`src/rtl/zeroriscy_sram_arb.sv`:
```
// Two-requester round-robin arbiter in front of a single-ported SRAM.
// Out-of-window accesses are granted locally and answered with an error response.
module zeroriscy_sram_arb #(
   parameter logic [31:0] WIN_MASK = 32'hFFF0_0000,
   parameter logic [31:0] WIN_BASE = 32'h0000_0000
) (
   input  logic        clk,
   input  logic        rst,

   input  logic        m0_req,
   input  logic        m0_we,
   input  logic [3:0]  m0_be,
   input  logic [31:0] m0_addr,
   input  logic [31:0] m0_wdata,
   output logic        m0_gnt,
   output logic        m0_rvalid,
   output logic        m0_err,
   output logic [31:0] m0_rdata,

   input  logic        m1_req,
   input  logic        m1_we,
   input  logic [3:0]  m1_be,
   input  logic [31:0] m1_addr,
   input  logic [31:0] m1_wdata,
   output logic        m1_gnt,
   output logic        m1_rvalid,
   output logic        m1_err,
   output logic [31:0] m1_rdata,

   output logic        s_req,
   output logic        s_we,
   output logic [3:0]  s_be,
   output logic [31:0] s_addr,
   output logic [31:0] s_wdata,
   input  logic        s_gnt,
   input  logic        s_rvalid,
   input  logic [31:0] s_rdata
);

   typedef enum logic [2:0] {
      OWN_NONE,
      OWN_M0,
      OWN_M1,
      OWN_ERR0,
      OWN_ERR1
   } owner_t;

   owner_t owner;
   logic   last_m1;

   logic m0_in_win;
   logic m1_in_win;
   logic sel_m0;
   logic sel_m1;

   assign m0_in_win = (m0_addr & WIN_MASK) == WIN_BASE;
   assign m1_in_win = (m1_addr & WIN_MASK) == WIN_BASE;

   // On a conflict the requester that did not win most recently goes first.
   assign sel_m0 = m0_req && (!m1_req || last_m1);
   assign sel_m1 = m1_req && !sel_m0;

   // Request path: in-window winners wait on s_gnt; out-of-window winners are
   // granted locally and never reach the SRAM.
   always_comb begin
      s_req   = 1'b0;
      s_we    = 1'b0;
      s_be    = 4'b0000;
      s_addr  = 32'h0;
      s_wdata = 32'h0;
      m0_gnt  = 1'b0;
      m1_gnt  = 1'b0;
      if (!rst) begin
         if (sel_m0) begin
            if (m0_in_win) begin
               s_req   = 1'b1;
               s_we    = m0_we;
               s_be    = m0_be;
               s_addr  = m0_addr;
               s_wdata = m0_wdata;
               m0_gnt  = s_gnt;
            end else begin
               m0_gnt  = 1'b1;
            end
         end else if (sel_m1) begin
            if (m1_in_win) begin
               s_req   = 1'b1;
               s_we    = m1_we;
               s_be    = m1_be;
               s_addr  = m1_addr;
               s_wdata = m1_wdata;
               m1_gnt  = s_gnt;
            end else begin
               m1_gnt  = 1'b1;
            end
         end
      end
   end

   // Response path is steered by the owner captured at the previous grant;
   // reset squashes anything arriving while it is asserted.
   always_comb begin
      m0_rvalid = 1'b0;
      m0_err    = 1'b0;
      m0_rdata  = 32'h0;
      m1_rvalid = 1'b0;
      m1_err    = 1'b0;
      m1_rdata  = 32'h0;
      if (!rst) begin
         case (owner)
            OWN_M0: begin
               m0_rvalid = s_rvalid;
               m0_rdata  = s_rdata;
            end
            OWN_M1: begin
               m1_rvalid = s_rvalid;
               m1_rdata  = s_rdata;
            end
            OWN_ERR0: begin
               m0_rvalid = 1'b1;
               m0_err    = 1'b1;
            end
            OWN_ERR1: begin
               m1_rvalid = 1'b1;
               m1_err    = 1'b1;
            end
            default: ;
         endcase
      end
   end

   // Pointer moves only on a real grant; owner is reloaded every cycle.
   always_ff @(posedge clk) begin
      if (rst) begin
         owner   <= OWN_NONE;
         last_m1 <= 1'b1;
      end else if (m0_gnt) begin
         last_m1 <= 1'b0;
         owner   <= m0_in_win ? OWN_M0 : OWN_ERR0;
      end else if (m1_gnt) begin
         last_m1 <= 1'b1;
         owner   <= m1_in_win ? OWN_M1 : OWN_ERR1;
      end else begin
         owner   <= OWN_NONE;
      end
   end

endmodule

```
`config.mk`:
```
export PLATFORM = sky130hd
export DESIGN_NAME = zeroriscy_sram_arb
export DESIGN_NICKNAME = d
export VERILOG_FILES = /design/src/rtl/zeroriscy_sram_arb.sv
export SDC_FILE = /design/constraint.sdc
export NUM_CORES = 1
export LEC_CHECK = 0
export CORE_AREA = 5 5 119 121
export CTS_CLUSTER_SIZE = 20
export DETAILED_ROUTE_END_ITERATION = 12
export DIE_AREA = 0 0 124 126
export HOLD_SLACK_MARGIN = 0.08
export SKIP_LAST_GASP = 1
export SLEW_MARGIN = 0
export SYNTH_ARGS = -nofsm -noshare
export SYNTH_HDL_FRONTEND = slang
export SYNTH_SLANG_ARGS = --single-unit
```
`constraint.sdc`:
```
create_clock -name clk -period 3.05 [get_ports clk]
set_input_delay 0.7625 -clock clk [delete_from_list [all_inputs] [get_ports clk]]
set_output_delay 0.7625 -clock clk [all_outputs]
set_load 0.005 [all_outputs]
```
[After elaboration in Yosys (flattened, before gate mapping)]
Index checks and enable logic that the tools add are counted.
Storage, ports and cells
  register bits after elaboration: 4
  input bits: 176
  output and inout port bits: 140
  word-level logic and storage cells: 64
Cells by class
  equal/unequal tests: 4
  mux-type cells: 50
  reductions and logical operators: 8
Operators by type and width (count)
  32-bit two-way mux: 14
  32-bit zero test: 2
  1-bit two-way mux: 25
  4-bit two-way mux: 5
  3-bit two-way mux: 3
  3-bit by 2-bit equality test with 1-bit output, second input constant: 2
  1-bit case mux with 2 select lines: 2
  3-bit by 1-bit equality test with 1-bit output, second input constant: 1
  3-bit equality test, second input constant: 1
  1-bit logical AND: 2
  1-bit zero test: 2
  2-bit two-way mux: 1
  2-bit nonzero test: 1
  1-bit logical OR: 1

[Logic depth before layout (Yosys ltp)]
Gate-level depths: netlist (run 1).
  depth after elaboration: 10
  mapped depth: 7
  depth with buffers taken out: 4

[Least setup slack after synthesis (run 1)]
No wires, ideal clock.
  path type: input -> output
  from: input m0_addr[23]
  to: output s_addr[0]
  data arrival time: 2.238 ns
  required time: 2.288 ns
  slack: 0.049 ns
  cell stages on the path: 5
  buffers on the path: 1
  cells stage by stage: or4_1 > nor4_4 > buf_6 > a21oi_1 > nor2_1
On the way
  longest elaborated chain between the ends: 4
Ends and longest elaborated chain
  start, declared: RTL line 13  | input logic [31:0] m0_addr,
  32-bit zero test: RTL line 56  | assign m0_in_win = (m0_addr & WIN_MASK) == WIN_BASE;
  32-bit two-way mux: RTL line 75  | if (m0_in_win) begin
  32-bit two-way mux: RTL line 74  | if (sel_m0) begin
  32-bit two-way mux: RTL line 73  | if (!rst) begin
  end, declared: RTL line 33  | output logic [31:0] s_addr,
No other way between the ends.

[Final worst setup path (run 1)]
  from: input m0_addr[23]
  to: output s_wdata[6]
On the way
  longest elaborated chain between the ends: 4
Ends and longest elaborated chain
  32-bit zero test: RTL line 56
  32-bit two-way mux: RTL line 75
  32-bit two-way mux: RTL line 74
  32-bit two-way mux: RTL line 73
  end, declared: RTL line 34  | output logic [31:0] s_wdata,
No other way between the ends.

==> results.sh, run 1 <==
export IMPL_clk_root_buffer_cell="clkbuf_16"
export IMPL_maxSlewViolCount=0
export IMPL_seqPwrFrac=0.074
export IMPL_synth_compound_area_frac=0.3561
export IMPL_fillers=1312
export IMPL_end_kind="output port"
export IMPL_grt_pass1_wl_mm=23.15
export IMPL_combPwrFrac=0.677
export IMPL_die_width_um=124
export IMPL_reg2reg_from="last_m1"
export IMPL_htree_levels=1
export IMPL_fmax_ghz=0.2975
export IMPL_relSlewSlack=0.5706
export IMPL_drc=0
export IMPL_async_reset_ff_frac=0
export IMPL_endpoint="s_wdata[6]"
export IMPL_violations="negative setup slack"
export IMPL_portBuffers=303
export IMPL_yosys_most_used_dff="dfxtp_1"
export IMPL_clk_pin_slew_ps=30
export IMPL_die_h_um=126
export IMPL_first_global_vias=4162
export IMPL_finalWirelength_mm=15.93
export IMPL_period_share=1.102
export IMPL_hold_viol_final=0
export IMPL_final_area_um2=5958
export IMPL_syn_inst=360
export IMPL_antenna_found_initial=0
export IMPL_ant_nets=0
export IMPL_cp_max_fo=7
export IMPL_whs_ps=548.8
export IMPL_start_util=0.1383
export IMPL_p_sw_frac=0.3177
export IMPL_dr_pass1_iters=4
export IMPL_ff2ff_path_depth=5
export IMPL_yosysTopAreaCellShare=0.3233
export IMPL_clock_sinks=4
export IMPL_grt_usage=0.1916
export IMPL_hpwl_mm=10.72
export IMPL_insertion_delay_ps=220
export IMPL_critical_path_class="in -> out"
export IMPL_dp_slack_ps=-940.4
export IMPL_p_int_mw=0.5574
export IMPL_layout_setup_ws_ps=-311.8
export IMPL_synth_top_family_by_area="simple AND/OR/NAND/NOR gates"
export IMPL_avgSynthCellArea_um2=4.987
export IMPL_ys_seq_area_frac=0.04460
export IMPL_worst_pin_slew_ps=644.1
export IMPL_post_synth_xor_area_fraction=0
export IMPL_cp_required_ps=2290
export IMPL_regToRegSetupSlack_ps=1690
export IMPL_boundaryPins=316
export IMPL_p_leak_nw=2.901
export IMPL_grt_max_degree=33
export IMPL_synth_edff_count=0
export IMPL_cts_inserted_buffers=3
export IMPL_post_dp_cell_area_um2=5095
export IMPL_drt_iter0_drc=121
export IMPL_dieArea_um2=15620
export IMPL_synth_area_leaders="a21oi_1 (32%), nor2_1 (26%), nand2_1 (7.5%)"
export IMPL_antenna_cells=0
export IMPL_hold_class="reg -> reg"
export IMPL_yosys_register_bits=4
export IMPL_coreArea_um2=12980
export IMPL_finalClockSkew_ps=0.8269
export IMPL_p_clk_frac=0.249
export IMPL_synth_distinct_cells=30
export IMPL_fin_nets=880
export IMPL_yosys_warnings=0
export IMPL_yosys_area_share_adder=0
export IMPL_finalSetupViolations=58
export IMPL_start_kind="input port"
export IMPL_fin_crit_ps=3362
export IMPL_grt_ovfl_total=0
export IMPL_outcome="finished with violations"
export IMPL_area_growth_pct=231.8
export IMPL_viasPerCell=4.433
export IMPL_startpoint="m0_addr[23]"
export IMPL_vias=3892
export IMPL_powerDensity_nw_per_um2=137.1
export IMPL_synth_area_mux_share=0
export IMPL_cts_tree="done"
export IMPL_wl_per_cell_um=18.14
export IMPL_place_congestion=0.7657
export IMPL_drv_cap=0
export IMPL_rows=42
export IMPL_synth_top_area_cell="a21oi_1"
export IMPL_rsz0062_at_grt="yes"
export IMPL_worstPathArrival_ps=2600
export IMPL_timing_rr_end="owner[1]"
export IMPL_cts_path_max_buffers=2
export IMPL_syn_area_um2=1795
export IMPL_power_switching_mw=0.2595
export IMPL_ir_drop_v=0.00007583
export IMPL_drive_above_1_share=0.3134
export IMPL_yosys_area_share_simple=0.4328
==> flip-flops by register name, indices dropped and copies added (netlist names) <==
signal / cells
last_m1: 1
owner: 3
==> routing by layer <==
metal / track usage / vias up / share of wire
met5: 0 / - / 0
met4: 0.05348 / 0 / 0.017
met3: 0.04888 / 16 / 0.10
met2: 0.3713 / 227 / 0.53
met1: 0.1988 / 1767 / 0.35
li1: - / 1882 / -
==> critical path, cell delays in order <==
cell      delay [ps]
clkbuf_2          80
or4_4            550
nor4_4           280
buf_6            150
buf_6            110
buf_8            120
buf_12           130
buf_6             90
a21oi_2           30
nor2_1           140
buf_2            140
==> power groups by stage <==
stage	combinational (mW)	sequential, mW	clock [mW]
6_report	0.553	0.0606	0.203
5_1_grt	0.602	0.0615	0.214
4_1_cts	0.559	0.0602	0.209
3_5_place_dp	0.562	0.0606	0
3_3_place_gp	0.555	0.0607	0
2_1_floorplan	0.172	0.0595	0
==> metrics by stage <==
stage               TNS [ps]  power, mW  utilization  std cells
floorplan                  0     0.2313            -        371
global placement      -62510     0.6162       0.3925        827
detailed placement    -64300     0.6225       0.3925        827
CTS                   -12940     0.8286       0.4576        881
global route          -16140     0.8778       0.4590        878
finish                -10550     0.8169       0.4590        878
==> repair_timing <==
item                                    4_1_cts  5_1_grt
hold buffers                                  0        0
endpoints found under the hold margin         0        0
endpoints found under the setup margin      128       91
gates cloned                                 15        1
pin swaps                                    70       44
gates resized for setup                     385       75
setup buffers                                40        5
==> cell type report <==
class	count	area, um2	share of cell area
Clock buffer	3	75.07	0.01260
Sequential cell	4	80.08	0.01344
Inverter	3	11.26	0.001890
Multi-Input combinational cell	317	1745	0.2929
Timing Repair Buffer	375	3826	0.6422
Tap cell	176	220.2	0.03696
==> worst min path at each step <==
stage / startpoint / depth (start not counted) / to
finish: last_m1 / 2 / last_m1
global placement: last_m1 / 2 / last_m1
CTS: last_m1 / 2 / last_m1
global route: last_m1 / 2 / last_m1
detailed placement: last_m1 / 2 / last_m1
floorplan: last_m1 / 2 / last_m1
==> cell usage after synthesis (2+ instances only) <==
library cell    n
inv_1           3
clkbuf_1       19
nor4b_1         2
buf_4          12
nand2_1        36
nor2_1        124
buf_2           5
nand2b_1        2
dfxtp_1         4
nand4_1         2
a211oi_1        3
nand3_1         3
clkbuf_4        5
buf_6           5
a21oi_1       116
or4_1           5
==> layout by cell type, fill, tap and decap left out, types with 2 or more instances in the layout <==
master / n
a211oi_1: 2
clkdlybuf4s50_1: 191
a21oi_2: 46
buf_16: 14
nand3_1: 2
nand2b_1: 2
nand2_1: 36
nor2_1: 122
buf_6: 18
a21oi_4: 3
a21oi_1: 67
buf_2: 69
or4_4: 6
clkbuf_2: 6
dfxtp_1: 4
clkbuf_16: 4
conb_1: 12
nor4_4: 2
inv_1: 2
buf_4: 23
nand4_1: 2
dlymetal6s2s_1: 26
buf_12: 14
nor2_4: 2
clkdlybuf4s15_1: 5
dlygate4sd2_1: 3
buf_8: 4
==> logic make-up (layout without fill, tap and decap cells) <==
group | count (synthesis) | in the layout
and+or+nand+nor | 182 | 182
AOI/OAI and AO/OA | 123 | 123
buffers and inverters | 50 | 381
DFF | 4 | 4
other | 1 | 12
Power figures use the tool's default switching activity.
==> inputs of run 2 (changes only) <==
- ABC_AREA: unset -> 1
- CORE_AREA: 5 5 119 121 -> 2 2 121 123
- DIE_AREA: 0 0 124 126 -> 0 0 123 125
==> results.sh, run 2 <==
export IMPL_slowest_delay_ps=290
export IMPL_endpoint="m1_gnt"
export IMPL_ys_seq_area_frac=0.02925
export IMPL_yosys_register_bits=4
export IMPL_post_synth_xor_area_fraction=0
export IMPL_synth_area_leaders="nand2_1 (25%), nand4_1 (13%), inv_1 (13%)"
export IMPL_dr_pass1_iters=6
export IMPL_synth_compound_area_frac=0.1188
export IMPL_yosys_area_share_simple=0.5544
export IMPL_async_reset_ff_frac=0
export IMPL_layout_commonest_cell="clkdlybuf4s50_1"
export IMPL_instances_no_fill=1109
export IMPL_placedCellCount=1043
export IMPL_p_leak_nw=3.629
export IMPL_antenna_found_initial=1
export IMPL_hold_viol_final=0
export IMPL_cp_required_ps=2290
export IMPL_first_global_vias=4848
export IMPL_syn_area_um2=2738
export IMPL_clk_root_buffer_cell="clkbuf_16"
export IMPL_outcome="complete, no violations"
export IMPL_yosys_warnings=0
export IMPL_cp_max_fo=11
export IMPL_start_util=0.1927
export IMPL_fillers=1476
export IMPL_grt_pass1_wl_mm=25.80
export IMPL_yosys_area_share_adder=0
export IMPL_cts_tree="done"
export IMPL_synth_commonest_cells="nand2_1 (181), inv_1 (98), nor3_1 (67)"
export IMPL_end_kind="output port"
export IMPL_vias=4974
export IMPL_timing_rr_end="last_m1"
export IMPL_htree_levels=1
export IMPL_finalWirelength_mm=17.28
export IMPL_finalSetupViolations=0
export IMPL_rows=44
export IMPL_worstPathArrival_ps=2260
export IMPL_place_congestion=0.8089
export IMPL_grt_ovfl_total=0
export IMPL_critical_path_class="in -> out"
export IMPL_fmax_ghz=0.3312
export IMPL_clk_pin_slew_ps=30
export IMPL_drv_cap=0
export IMPL_fin_nets=1102
export IMPL_post_dp_cell_area_um2=6073
export IMPL_drive_above_1_share=0.2251
export IMPL_fin_crit_ps=3019
export IMPL_die_h_um=125
export IMPL_top_regs="owner x3, last_m1 x1"
export IMPL_ir_drop_v=0.0001811
export IMPL_layout_common_cells="clkdlybuf4s50_1 (217), nand2_1 (174), inv_1 (94)"
export IMPL_maxSlewViolCount=0
export IMPL_largest_reg_flops=3
export IMPL_synthMostInstantiatedCell="nand2_1"
export IMPL_ant_nets=0
export IMPL_yosysTopAreaCellShare=0.2482
export IMPL_syn_inst=570
export IMPL_cts_hold_buf=0
export IMPL_crit_buf_inv=5
export IMPL_powerDensity_nw_per_um2=146.9
export IMPL_grt_usage=0.2121
export IMPL_startpoint="m1_addr[24]"
export IMPL_drt_iter0_drc=169
export IMPL_regToRegSetupSlack_ps=1740
export IMPL_rsz0062_at_grt="yes"
export IMPL_boundaryPins=316
export IMPL_final_core_util=0.4917
export IMPL_avgSynthCellArea_um2=4.803
export IMPL_top_register="owner"
export IMPL_cts_path_max_buffers=2
export IMPL_dieArea_um2=15380
export IMPL_synth_top_family_by_area="simple AND/OR/NAND/NOR gates"
export IMPL_cp_slowest_cell="dlygate4sd2_1"
export IMPL_ff2ff_path_depth=7
export IMPL_cp_num_cells=11
export IMPL_start_kind="input port"
export IMPL_cts_inserted_buffers=3
export IMPL_die_width_um=123
export IMPL_area_growth_pct=155.1
export IMPL_final_area_um2=6984
export IMPL_hold_class="reg -> reg"
export IMPL_synth_area_mux_share=0
export IMPL_viasPerCell=4.485
export IMPL_portBuffers=303
export IMPL_period_share=0.9899
export IMPL_synth_edff_count=0
export IMPL_clock_sinks=4
export IMPL_finalClockSkew_ps=1.241
export IMPL_reg2reg_from="last_m1"
export IMPL_cpMostUsedCell="dlygate4sd2_1"
export IMPL_path_cells="dlygate4sd2_1 > nor2_2 > nand2_2 > nor2_4 > buf_12 > buf_4 > buf_16 > nand3_1 > nand2_1 > nor2_1 > dlygate4sd2_1"
export IMPL_coreArea_um2=14200
export IMPL_grt_max_degree=33
export IMPL_synth_top_area_cell="nand2_1"
export IMPL_power_mw=1.026
export IMPL_insertion_delay_ps=220
export IMPL_whs_ps=626.5
export IMPL_cp_top_family="buffers and inverters"
export IMPL_yosys_most_used_dff="dfxtp_1"
export IMPL_wl_per_cell_um=15.58
export IMPL_drc=0
export IMPL_synth_distinct_cells=25
export IMPL_hpwl_mm=11.84
==> run 2: layout make-up <==
type / instances / area, um2 / area share
antenna: 1 / 2.502 / 0.0003583
clock buffer: 3 / 75.07 / 0.01075
inverter: 99 / 374.1 / 0.05357
multi-input combinational: 411 / 2067 / 0.2960
sequential: 4 / 80.08 / 0.01147
tap: 184 / 230.2 / 0.03296
timing repair buffer: 407 / 4155 / 0.5949
==> run 2: through the flow <==
stage,TNS (ps),worst slack [ps]
6_report,0,30.82
4_1_cts,-1130,-156.8
3_3_place_gp,-20390,-480.6
3_5_place_dp,-21320,-537.6
2_1_floorplan,0,673.7
5_1_grt,-61.50,-54.16
==> run 2: worst min path at each step <==
stage / from / endpoint / cells after the start
floorplan: last_m1 / last_m1 / 2
global placement: last_m1 / last_m1 / 2
detailed placement: last_m1 / last_m1 / 2
CTS: last_m1 / last_m1 / 2
global route: last_m1 / last_m1 / 2
finish: last_m1 / last_m1 / 2
==> run 2: what timing repair did <==
item                       CTS  global route
setup buffers               44            10
hold endpoints to repair     0             0
cloned                      14             0
pin swaps                   49            30
gates resized for setup    284            42
setup endpoints to repair   60            52
==> run 2: metal layers <==
layer	global-route usage	up-vias	wire, um
met3	0.05474	27	1685
met4	0.05147	0	397
met1	0.2486	2203	6739
li1	-	2509	-
met5	0	-	0
met2	0.3802	235	8456
==> run 2: where the power goes <==
part	total [mW]	switching (mW)	internal (mW)
clock	0.203	0.0354	0.167
combinational	0.760	0.315	0.445
sequential	0.0635	0.00601	0.0575
total	1.03	0.356	0.670
==> run 2: cell families (layout without fill, tap and decap cells) <==
kind of cell | Yosys count | in the layout
AOI/OAI and AO/OA | 62 | 62
and+or+nand+nor | 337 | 337
DFF | 4 | 4
other | 1 | 13
buffers and inverters | 166 | 509
==> run 2: tightest hold or removal path, delay by kind of cell, from the launching register on <==
family / cells / cell delay [ps]
AOI/OAI and AO/OA: 1 / 70
DFF: 1 / 370
and+or+nand+nor: 1 / 140
==> inputs of run 3 (changes only) <==
- REMOVE_ABC_BUFFERS: unset -> 1
==> results.sh, run 3 (synthesized netlist as in run 2, its figures left out) <==
export IMPL_start_util=0.1927
export IMPL_final_area_um2=6932
export IMPL_wl_per_cell_um=15.47
export IMPL_boundaryPins=316
export IMPL_instances_no_fill=1105
export IMPL_cts_tree="done"
export IMPL_first_global_vias=4702
export IMPL_fin_nets=1099
export IMPL_fmax_ghz=0.3306
export IMPL_hp_start="last_m1"
export IMPL_p_leak_nw=3.628
export IMPL_hold_end="last_m1"
export IMPL_place_congestion=0.8170
export IMPL_finalWirelength_mm=17.09
export IMPL_layout_common_cells="clkdlybuf4s50_1 (217), nand2_1 (175), inv_1 (96)"
export IMPL_critical_path_class="in -> out"
export IMPL_cp_required_ps=2290
export IMPL_clock_sinks=4
export IMPL_die_h_um=125
export IMPL_path_cells="clkdlybuf4s50_1 > nor2_2 > nand2_2 > inv_4 > buf_4 > buf_12 > nand4_1 > nand2_1 > nand2_2 > inv_1 > clkdlybuf4s15_2"
export IMPL_top_regs="owner x3, last_m1 x1"
export IMPL_viasPerCell=4.506
export IMPL_grt_max_degree=73
export IMPL_final_core_util=0.4880
export IMPL_coreArea_um2=14200
export IMPL_finalSetupViolations=0
export IMPL_post_dp_cell_area_um2=6113
export IMPL_hpwl_mm=11.92
export IMPL_vias=4979
export IMPL_clk_root_buffer_cell="clkbuf_16"
export IMPL_reg2reg_from="last_m1"
export IMPL_grt_usage=0.2051
export IMPL_drv_cap=0
export IMPL_cp_num_cells=11
export IMPL_period_share=0.9919
export IMPL_grt_pass1_wl_mm=24.95
export IMPL_drt_iter0_drc=155
export IMPL_worstPathArrival_ps=2260
export IMPL_dr_pass1_iters=4
export IMPL_area_growth_pct=153.2
export IMPL_cts_hold_buf=0
export IMPL_top_register="owner"
export IMPL_regToRegSetupSlack_ps=1730
export IMPL_layout_commonest_cell="clkdlybuf4s50_1"
export IMPL_largest_reg_flops=3
export IMPL_maxSlewViolCount=0
export IMPL_slowest_delay_ps=430
export IMPL_grt_ovfl_total=0
export IMPL_start_kind="input port"
export IMPL_cts_inserted_buffers=3
export IMPL_drive_above_1_share=0.2041
export IMPL_timing_rr_end="owner[2]"
export IMPL_ir_drop_v=0.0001141
export IMPL_fin_crit_ps=3025
export IMPL_cp_slowest_cell="clkdlybuf4s50_1"
export IMPL_power_mw=1.064
export IMPL_cts_path_max_buffers=2
export IMPL_cpMostUsedCell="nand2_2"
export IMPL_hold_viol_final=0
export IMPL_rows=44
export IMPL_insertion_delay_ps=220
export IMPL_crit_buf_inv=6
export IMPL_htree_levels=1
export IMPL_powerDensity_nw_per_um2=153.5
export IMPL_dieArea_um2=15380
export IMPL_outcome="complete, no violations"
export IMPL_rsz0062_at_grt="yes"
export IMPL_die_width_um=123
export IMPL_cp_top_family="buffers and inverters"
export IMPL_antenna_found_initial=0
export IMPL_ff2ff_path_depth=6
export IMPL_clk_pin_slew_ps=30
export IMPL_cp_max_fo=15
export IMPL_placedCellCount=1045
export IMPL_hold_path_cell_count=2
export IMPL_ant_nets=0
export IMPL_end_kind="output port"
export IMPL_drc=0
export IMPL_portBuffers=303
export IMPL_hold_class="reg -> reg"
export IMPL_finalClockSkew_ps=0.3342
export IMPL_antenna_cells=0
==> run 3: per-layer routing <==
| layer | global-route usage | vias to the layer above | wire length [um] | share of wire |
|---|---|---|---|---|
| met5 | 0 | - | 0 | 0 |
| met4 | 0.05080 | 0 | 490 | 0.029 |
| met3 | 0.04106 | 37 | 1570 | 0.092 |
| met2 | 0.3932 | 243 | 8675 | 0.51 |
| met1 | 0.2254 | 2192 | 6356 | 0.37 |
| li1 | - | 2507 | - | - |
==> run 3: metrics by stage <==
step	worst slack (ps)	setup TNS (ps)	hold slack, ps
6_report	24.78	0	630.2
5_1_grt	-62.87	-499.3	662.6
4_1_cts	-137.8	-2088	632.7
3_5_place_dp	-406.4	-19040	617.8
3_3_place_gp	-427.1	-19130	606.7
2_1_floorplan	-723.2	-41400	535.1
==> run 3: cell type report <==
cell class	count	area, um2
sequential	4	80.08
tap	184	230.2
inverter	99	374.1
clock buffer	3	75.07
timing repair buffer	404	4173
multi-input combinational	411	1999
fill	1529	7272
==> run 3: worst register-to-register path, delay by kind of cell (launching register included) <==
kind	cells	cell delay (ps)
compound gates	1	250
buf+inv	3	390
flops	1	370
simple gates	2	210
==> run 3: what timing repair did <==
item                                    4_1_cts  5_1_grt
buffers inserted                             34       13
resized for setup                           211       63
pin swaps                                    36       21
cloned                                       13        1
endpoints found under the setup margin       60       59
==> run 3: where the power goes <==
group          internal (mW)  total (mW)  switching (mW)
Combinational          0.471       0.796           0.325
Sequential            0.0574      0.0636         0.00620
Clock                  0.168       0.205          0.0373
==> run 3: worst max path at each step <==
stage | slack, ps | to | start
floorplan | -720 | s_addr[16] | m1_addr[26]
global placement | -430 | s_addr[18] | m0_addr[24]
detailed placement | -410 | s_addr[18] | m0_addr[26]
CTS | -140 | s_wdata[22] | m0_addr[29]
global route | -60 | s_addr[1] | m1_addr[31]
finish | 20 | s_addr[12] | m1_addr[31]
